`src/rtl/libhdl_sync_bus_filter_if.sv`:
```
// Bus handshake between a synchronizer output (master side) and the bus filter (slave side).
// The master drives the raw synchronized bus; the filter returns the committed bus and its status flags.
interface libhdl_sync_bus_filter_if #(
    parameter int W = 32
);
    logic [W-1:0] i_bus;
    logic [W-1:0] o_bus;
    logic         o_valid;
    logic         o_update;
    logic         o_settling;

    modport master (output i_bus, input o_bus, o_valid, o_update, o_settling);
    modport slave  (input i_bus, output o_bus, o_valid, o_update, o_settling);
endinterface

```
`src/rtl/libhdl_sync_bus_filter.sv`:
```
// Skew filter for a multi-flop bus synchronizer: a value is forwarded only after it
// has been sampled identically on STABLE_CYCLES consecutive edges.
module libhdl_sync_bus_filter #(
    parameter int             W             = 32,
    parameter int             STABLE_CYCLES = 4,
    parameter logic [W-1:0]   INIT_VAL      = '0
) (
    input  logic                  i_clk,
    input  logic                  i_rst,
    libhdl_sync_bus_filter_if.slave b
);
    localparam int            CW  = $clog2(STABLE_CYCLES + 1);
    localparam logic [CW-1:0] SAT = CW'(STABLE_CYCLES);

    logic [W-1:0]  cand;
    logic [CW-1:0] cnt;
    logic [CW-1:0] cnt_n;
    logic          commit;
    logic [W-1:0]  bus_q;
    logic          valid_q;
    logic          update_q;
    logic          settling_q;

    // Run length of identical samples, saturating so long idle periods never wrap.
    always_comb begin
        cnt_n = CW'(1);
        if (b.i_bus == cand)
            cnt_n = (cnt == SAT) ? SAT : cnt + CW'(1);
    end

    // A settled run equal to the committed value is not re-committed (no spurious strobe).
    assign commit = (cnt_n == SAT) && (!valid_q || (b.i_bus != bus_q));

    always_ff @(posedge i_clk) begin
        if (i_rst) begin
            cand       <= INIT_VAL;
            cnt        <= '0;
            bus_q      <= INIT_VAL;
            valid_q    <= 1'b0;
            update_q   <= 1'b0;
            settling_q <= 1'b1;
        end else begin
            cand       <= b.i_bus;
            cnt        <= cnt_n;
            update_q   <= commit;
            settling_q <= (cnt_n != SAT);
            if (commit) begin
                bus_q   <= b.i_bus;
                valid_q <= 1'b1;
            end
        end
    end

    assign b.o_bus      = bus_q;
    assign b.o_valid    = valid_q;
    assign b.o_update   = update_q;
    assign b.o_settling = settling_q;
endmodule

```
`src/flat_wrapper.sv`:
```
// flat-port wrapper written by rule: the top's interface ports become plain ports
module libhdl_sync_bus_filter_flat 
#(
    parameter int             W             = 32,
    parameter int             STABLE_CYCLES = 4,
    parameter logic [W-1:0]   INIT_VAL      = '0
)
  (i_clk, i_rst, b_i_bus, b_o_bus, b_o_valid, b_o_update, b_o_settling);
  libhdl_sync_bus_filter_if #(.W(W)) b_i ();
  input  logic i_clk;
  input  logic i_rst;
  input wire logic [$bits(b_i.i_bus)-1:0] b_i_bus;
  output wire logic [$bits(b_i.o_bus)-1:0] b_o_bus;
  output wire logic [$bits(b_i.o_valid)-1:0] b_o_valid;
  output wire logic [$bits(b_i.o_update)-1:0] b_o_update;
  output wire logic [$bits(b_i.o_settling)-1:0] b_o_settling;
  assign b_i.i_bus = b_i_bus;
  assign b_o_bus = b_i.o_bus;
  assign b_o_valid = b_i.o_valid;
  assign b_o_update = b_i.o_update;
  assign b_o_settling = b_i.o_settling;
  libhdl_sync_bus_filter #(.W(W), .STABLE_CYCLES(STABLE_CYCLES), .INIT_VAL(INIT_VAL)) u_core (.i_clk(i_clk), .i_rst(i_rst), .b(b_i));
endmodule
```
`config.mk`:
```
export PLATFORM = sky130hd
export DESIGN_NAME = libhdl_sync_bus_filter_flat
export DESIGN_NICKNAME = d
export VERILOG_FILES = /design/src/rtl/libhdl_sync_bus_filter_if.sv /design/src/rtl/libhdl_sync_bus_filter.sv /design/src/flat_wrapper.sv
export SDC_FILE = /design/constraint.sdc
export NUM_CORES = 1
export LEC_CHECK = 0
export ABC_AREA = 1
export ABC_CLOCK_PERIOD_IN_PS = 1400
export CAP_MARGIN = 5
export CORE_ASPECT_RATIO = 2
export CORE_MARGIN = 8
export CORE_UTILIZATION = 46
export DETAILED_ROUTE_END_ITERATION = 10
export GPL_ROUTABILITY_DRIVEN = 0
export PLACE_DENSITY = 0.76
export SYNTH_ARGS = -nofsm -noshare
export SYNTH_HDL_FRONTEND = slang
export SYNTH_SLANG_ARGS = --single-unit
export TNS_END_PERCENT = 30
```
`constraint.sdc`:
```
create_clock -name i_clk -period 1.4 [get_ports i_clk]
set_input_delay 0.14 -clock i_clk [delete_from_list [all_inputs] [get_ports i_clk]]
set_output_delay 0.14 -clock i_clk [all_outputs]
set_load 0.02 [all_outputs]
```
==> Word level (Yosys, flattened, before mapping) <==
Index checks and enable logic that the tools add are counted.
{ "word_totals": {"ramBits": 0, "mem_bits_ro": 0, "wordCells": 17, "register_bits": 70, "memories": 0, "inputBits": 34, "latchBits": 0} }
{ "op_classes": {"eq_ne": 5, "shift": 0, "div": 0, "reduce_logical": 3, "order_cmp": 0, "n_bitwise": 0, "add_sub_neg": 1, "multipliers": 0, "muxes": 2} }
{ "op_table": {"columns": ["operator", "count"], "rows": [
  ["32-bit equality test", 1],
  ["32-bit inequality test", 1],
  ["3-bit equality test, second input constant", 2],
  ["3-bit 2-to-1 mux", 2],
  ["3-bit by 1-bit adder with 3-bit output, second input constant", 1],
  ["3-bit inequality test, second input constant", 1],
  ["1-bit logical AND", 1],
  ["1-bit zero test", 1],
  ["1-bit logical OR", 1]
]} }

==> Longest topological paths before layout <==
Gate-level depths: netlist (run 1).
{ "logic_depth": {"word_depth": 5, "ltp_mapped": 14} }

==> Worst setup path before layout (run 1) <==
OpenSTA, ideal clock, no wires.
{ "synth_path": {"path_type": "reg-to-reg", "from": "reg u_core.bus_q[31] (netlist: u_core.b.o_bus[31])", "to": "reg u_core.bus_q[10] (netlist: u_core.b.o_bus[10])", "period_less_slack_ns": 1.579, "path_buffers": 1, "setup_slack_ns": -0.179, "t_arrival_ns": 1.466, "path_stages_with_launch": 15, "required_time_ns": 1.287, "cell_sequence": "dfxtp_1 -> inv_1 -> nand2_1 -> o21ai_0 -> nor2_1 -> nand2_1 -> nor2_1 -> nand3_1 -> nor2_1 -> nor2_1 -> nand2_4 -> buf_6 -> nand2_1 -> nand2_1 -> nor2_1"} }
{ "synth_between": {"elab_chain_cells": 3} }
{ "synth_lines": {"columns": ["item", "line", "rtl"], "rows": [
  ["start, declared", "libhdl_sync_bus_filter.sv:19", "logic [W-1:0] bus_q;"],
  ["start signal, assigned", "libhdl_sync_bus_filter.sv:48", "bus_q <= b.i_bus;"],
  ["32-bit inequality test", "libhdl_sync_bus_filter.sv:32", "assign commit = (cnt_n == SAT) && (!valid_q || (b.i_bus != bus_q));"],
  ["1-bit logical OR", "libhdl_sync_bus_filter.sv:32", null],
  ["1-bit logical AND", "libhdl_sync_bus_filter.sv:32", null]
]} }
Every way passes these cells.
A chain may end at the register's enable or synchronous reset.

==> Worst setup path after layout (run 1) <==
{ "layout_path": {"from": "in b_i_bus[23]", "to": "reg u_core.bus_q[18] (netlist: u_core.b.o_bus[18])"} }
{ "layout_between": {"elab_chain_cells": 4} }
{ "layout_lines": {"columns": ["item", "line", "rtl"], "rows": [
  ["start, declared", "flat_wrapper.sv:12", "input wire logic [$bits(b_i.i_bus)-1:0] b_i_bus;"],
  ["32-bit equality test", "libhdl_sync_bus_filter.sv:27", "if (b.i_bus == cand)"],
  ["3-bit 2-to-1 mux", "libhdl_sync_bus_filter.sv:27", null],
  ["3-bit equality test", "libhdl_sync_bus_filter.sv:32", null],
  ["1-bit logical AND *", "libhdl_sync_bus_filter.sv:32", null]
]} }
Mark *: on every way between the ends. The rest lies on a longest branch, timed or not.

==> results_dict.tcl, run 1 <==
set metrics [dict create \
    grt_max_degree 35 \
    postSynthRegisterBits 70 \
    wirelength_um 10500 \
    period_needed_ns 1.94 \
    worst_slew_pin_slew_ns 0.413 \
    skew_ns 0.00779 \
    dieArea_mm2 0.0104 \
    synth_cell_type_count 24 \
    period_share_pct 139 \
    drc 0 \
    cp_slowest_cell "clkdlybuf4s50_1" \
    max_slew_margin_pct 72.5 \
    layout-drive-gt1-share_pct 29.8 \
    fin_hold_ws_ns 0.153 \
    cp.arrival_ns 2.17 \
    cts_tree "done" \
    syn_avg_cell_area_um2 6.41 \
    diodes 0 \
    yosys_warnings 0 \
    maxSlewViolCount 0 \
    start_util_pct 46.7 \
    synth_top_family_by_area "simple AND/OR/NAND/NOR gates" \
    reg2regPathDepth 11 \
    coreArea_mm2 0.00716 \
    rows 44 \
    leakage_nw 2.88 \
    clk_pin_slew_ns 0.05 \
    cp.depth 12 \
    hold_depth 3 \
    power_density_mw_per_mm2 868 \
    htree_levels 3 \
    syn_inst 522 \
    clock_latency_ns 0.34 \
    fp.dieH_um 137 \
    critPathCaptureType "flip-flop" \
    fin_ws_ns -0.541 \
    dp_slack_ns -0.767 \
    place_inst 754 \
    syn_to_final_growth_pct 57.9 \
    io_buffers 68 \
    ys_seq_area_share_pct 41.9 \
    cp_top_family "simple AND/OR/NAND/NOR gates" \
    hold_class "input port to flip-flop" \
    syn_area_mm2 0.00334 \
    cts_buffer_depth 2 \
    slowest_delay_ns 0.54 \
    violations "negative setup slack" \
    fin_cells 780 \
    via_count 3566 \
    ir_worst_vdd_mv 0.774 \
    cp_data_required_time_ns 1.63 \
    track_usage_pct 18.2 \
    status "finished with violations" \
    die_w_um 76.3 \
    cp_cell_sequence "clkdlybuf4s50_1 > xnor2_1 > nand2_1 > nor2_1 > nand2_1 > nor2_2 > nand3_2 > nor2_4 > nand2_8 > clkbuf_16 > nor2_1 > nor2_1" \
    finish.utilization_pct 73.8 \
    synth_compound_area_share_pct 1.27 \
    viasPerCell 4.57 \
    fmax_mhz 515 \
    io_pins 69 \
    crit_fanout 8 \
    setup_viol 37 \
    worstSetupPathType "input port to flip-flop" \
    grt_pass1_wl_um 15200 \
    synth_xor_area_share_pct 7.33 \
    worstPathBufferInverterCount 2 \
    nets 719 \
    maxCapViolCount 0 \
    critPathLaunchType "input port" \
    synthMuxAreaShare_pct 0 \
    grt_pass1_vias 3488 \
    finalHoldViolCount 0 \
    dp_hpwl_um 6730 \
    grt_setup_unrepaired "true" \
    drtIter0Drc 156 \
    grt-ovfl-total 0 \
    syn_nets 558 \
    wl_per_cell_um 13.5 \
    cts_sinks 70 \
    dr.pass1.iters 4 \
    synthAdderAreaFrac_pct 0.748 \
    synth-simple-area-share_pct 37.3 \
    ant_nets 0 \
    cp_common_cell "nor2_1" \
    root_buffer "clkbuf_16" \
    antenna_found_initial 0 \
    cts_buffers 9 \
]
## cell type report
type                    instances  area [um^2]
flip-flops and latches         70         1490
clock buffers                  15          258
well taps                      92          115
multi-input cells             360         1670
clock inverters                 1         5.00
inverters                      79          297
fillers                       541         1870
repair buffers                163         1450
## cell usage after synthesis
library cell | number | area [um^2]
nand3_1 | 3 | 15.0
dfxtp_1 | 70 | 1400
buf_4 | 3 | 22.5
nand3b_1 | 1 | 7.51
buf_6 | 3 | 33.8
nor2_2 | 3 | 18.8
clkinv_1 | 1 | 3.75
o21ai_0 | 5 | 25.0
o21ai_1 | 1 | 5.00
nand2_1 | 182 | 683
buf_2 | 3 | 15.0
nor3_1 | 2 | 10.0
ha_1 | 2 | 25.0
nand3_2 | 1 | 10.0
xnor2_1 | 25 | 219
a21oi_1 | 1 | 5.00
nor2_1 | 126 | 473
inv_2 | 10 | 37.5
clkbuf_1 | 4 | 15.0
o211ai_1 | 1 | 7.51
nand4_1 | 3 | 18.8
xor2_1 | 3 | 26.3
nand2_4 | 1 | 11.3
inv_1 | 68 | 255
## final timing paths
path	start	to	slack (ns)
worst max-delay path	b_i_bus[23]	u_core.b.o_bus[18]	-0.54
worst min-delay path	b_i_bus[22]	u_core.b.o_bus[22]	0.15
worst max register to register	u_core.cand[22]	u_core.b.o_bus[18]	-0.49
worst min register to register	u_core.b.o_bus[6]	u_core.b.o_bus[6]	0.54
## layer usage
metal | wire [um] | track usage, % | up-vias
li1 | - | - | 1830
met1 | 4090 | 19.0 | 1598
met2 | 5500 | 32.4 | 106
met3 | 482 | 5.07 | 32
met4 | 437 | 9.16 | 0
met5 | 0 | 0 | -
## tightest hold or removal path, delay by kind of cell
| family | cells | cell delay (ns) |
|---|---|---|
| simple gates | 2 | 0.15 |
| buf+inv | 1 | 0.16 |
## registers in the layout, indices dropped and copies added, names as in the netlist
signal,flops
u_core.b.o_bus,32
u_core.cand,32
u_core.cnt,3
u_core.b.o_settling,1
u_core.b.o_update,1
u_core.b.o_valid,1
## what timing repair did
item / 4_1_cts / 5_1_grt
setup endpoints to repair: 68 / 38
cloned: 0 / 6
pin swaps: 0 / 13
hold buffers: 0 / 0
buffers inserted: 0 / 4
gates resized for setup: 41 / 41
## cell families (layout without fill, tap and decap cells)
logic type	count (synthesis)	after routing
AND/OR/NAND/NOR	322	322
buffers and inverters	92	258
flip-flops	70	70
XOR/XNOR	28	28
AO/OA/AOI/OAI	8	8
adder cells (fa/ha/maj)	2	2
## power breakdown
group	switching, W	internal [W]
registers	0.0000269	0.00201
logic	0.000251	0.000246
clock network	0.000803	0.00125
total	0.00108	0.00351
## through the flow
step,power [W],TNS (ns),instance area (um^2)
2_1_floorplan,0.00229,-2.15,3430
3_3_place_gp,0.00255,-24.90,4800
3_5_place_dp,0.00256,-26.26,4800
4_1_cts,0.00459,-13.60,5000
5_1_grt,0.00476,-20.08,5280
6_report,0.00459,-15.94,5280
## layout by cell type (no fill, tap or decap), types with 2 or more instances in the layout
master,instances
buf_12,2
xnor2_2,3
dfxtp_1,35
nand2_2,8
clkbuf_16,13
xnor2_1,22
o21ai_0,5
dfxtp_4,17
nor2_2,16
buf_4,107
xor2_1,3
nand3_1,2
dfxtp_2,18
buf_6,3
nand2_1,173
clkdlybuf4s50_1,20
clkbuf_1,5
nand4_1,3
nor2_1,112
inv_2,10
dlymetal6s2s_1,10
nand3_2,2
dlygate4sd2_1,17
inv_1,68
ha_1,2
Note: power is estimated with default switching activity, not from simulation.
==> run 2, diff against run 1 <==
- CORE_ASPECT_RATIO: 2 -> not set
==> results_dict.tcl, run 2 (synthesis results as in run 1) <==
set metrics [dict create \
    worstSetupPathType "flip-flop to flip-flop" \
    grt_pass1_vias 3685 \
    hold_end "u_core.cand[15]" \
    diodes 0 \
    met1_usage_pct 22.2 \
    top_usage_layer "met2" \
    finalHoldViolCount 0 \
    antenna_found_initial 0 \
    grt_pass1_wl_um 16300 \
    grt_max_degree 20 \
    crit_start "u_core.cand[20]" \
    critPathLaunchType "flip-flop" \
    power_density_mw_per_mm2 854 \
    worst_slew_pin_slew_ns 0.270 \
    skew_ns 0.00811 \
    coreArea_mm2 0.00714 \
    rows 31 \
    final_cell_mix "nand2_1 (164), nor2_1 (101), buf_4 (98)" \
    reg2reg_from "u_core.cand[20]" \
    fmax_mhz 536 \
    start_util_pct 46.9 \
    max_slew_margin_pct 81.9 \
    htree_levels 3 \
    rrSetupSlack_ns -0.47 \
    ant_nets 0 \
    leakage_nw 2.94 \
    drc 0 \
    final_area_mm2 0.00540 \
    io_pins 69 \
    drtIter0Drc 200 \
    wirelength_um 10800 \
    ir_worst_vdd_mv 0.575 \
    r2r_end "u_core.b.o_bus[25]" \
    cp_cell_sequence "inv_1 > nand2_1 > nand2_1 > nand2_1 > nor2_4 > nand2_2 > nor2_4 > nand3_2 > nor2_4 > nand2_4 > buf_12 > nand2_2 > nand2_2 > nor2_1" \
    root_buffer "clkbuf_8" \
    maxSlewViolCount 0 \
    via_count 3703 \
    use_met2_pct 35.8 \
    layout-drive-gt1-share_pct 33.4 \
    hold_depth 3 \
    cp_slowest_cell "dfxtp_2" \
    fp.dieH_um 101 \
    placed_cell_area_mm2 0.00482 \
    use_met3_pct 3.92 \
    dr.pass1.iters 4 \
    viasPerCell 4.72 \
    cp.arrival_ns 2.15 \
    crit_fanout 8 \
    hold_class "input port to flip-flop" \
    cts_buffer_depth 2 \
    fin_ws_ns -0.465 \
    grt-ovfl-total 0 \
    slowest_delay_ns 0.32 \
    cp_data_required_time_ns 1.68 \
    track_usage_pct 20.2 \
    io_buffers 68 \
    status "finished with violations" \
    wl_per_cell_um 13.7 \
    syn_to_final_growth_pct 61.4 \
    nets 717 \
    clk_pin_slew_ns 0.08 \
    finalPower_w 0.00461 \
    period_needed_ns 1.87 \
    dp_slack_ns -0.783 \
    cts_sinks 70 \
    critPathCaptureType "flip-flop" \
    grt_setup_unrepaired "true" \
    dieArea_mm2 0.0103 \
    violations "negative setup slack" \
    setup_viol 35 \
    die_w_um 101 \
    dp_hpwl_um 7050 \
    clock_latency_ns 0.35 \
    period_share_pct 133 \
    cts_tree "done" \
    holdCritStartpoint "b_i_bus[15]" \
    layout_commonest_cell "nand2_1" \
    cts_buffers 9 \
    reg2regPathDepth 14 \
    maxCapViolCount 0 \
]
## run 2: cell types whose count changed in the layout (fill, tap and decap cells not counted), moves of 3 or more
cell	change
o21ai_1	+3
nand2_2	+9
nor2_1	-11
clkbuf_1	-5
clkbuf_16	-6
nor2_2	+4
clkdlybuf4s50_1	-4
buf_4	-9
o21ai_0	-4
nor2_4	+7
dlygate4sd2_1	+9
nand2_1	-9
clkbuf_8	+8
buf_12	+3
## run 2: stage by stage
step	instances	hold WS (ns)	TNS, ns	util [%]
after floorplan	522	0.247	-2.15	-
after global placement	757	0.519	-24.98	67.5
after detailed placement	757	0.516	-26.76	67.5
after CTS	779	0.187	-11.72	71.7
after global routing	785	0.130	-17.51	75.6
final	785	0.116	-14.53	75.6
## run 2: where the power goes
group / internal, W / total (W) / switching (W)
Sequential: 0.00201 / 0.00204 / 0.0000274
Combinational: 0.000254 / 0.000519 / 0.000265
Clock: 0.00125 / 0.00205 / 0.000803
Total: 0.00351 / 0.00461 / 0.00110
## run 2: worst max-delay path, delay by kind of cell, from the launching register on
family	cells	cell delay (ns)
flip-flops	1	0.32
AND/OR/NAND/NOR	12	1.26
buffers and inverters	2	0.22
## run 2: worst max path at each step
stage | endpoint | cells after the start
6_report | u_core.b.o_bus[25] | 14
5_1_grt | u_core.b.o_bus[11] | 14
4_1_cts | u_core.b.o_bus[11] | 12
3_5_place_dp | u_core.b.o_bus[11] | 15
3_3_place_gp | u_core.b.o_bus[23] | 15
2_1_floorplan | u_core.b.o_bus[0] | 12
## run 2: what timing repair did
action / in CTS / in global routing
pin swaps: 5 / 19
cloned: 1 / 5
endpoints found under the setup margin: 70 / 37
hold buffers: 0 / 0
setup buffers: 5 / 2
gates resized for setup: 59 / 64
## run 2: layout make-up
cell class	count	area, um^2
Tap cell	99	124
Sequential cell	70	1490
Inverter	79	297
Multi-Input combinational cell	361	1760
Clock inverter	3	40.0
Clock buffer	13	224
Fill cell	531	1740
Timing Repair Buffer	160	1460
## run 2: layer usage
| layer | vias up | wire length, um |
|---|---|---|
| met5 | - | 0 |
| met4 | 0 | 342 |
| met3 | 28 | 591 |
| met2 | 115 | 5490 |
| met1 | 1727 | 4340 |
| li1 | 1833 | - |
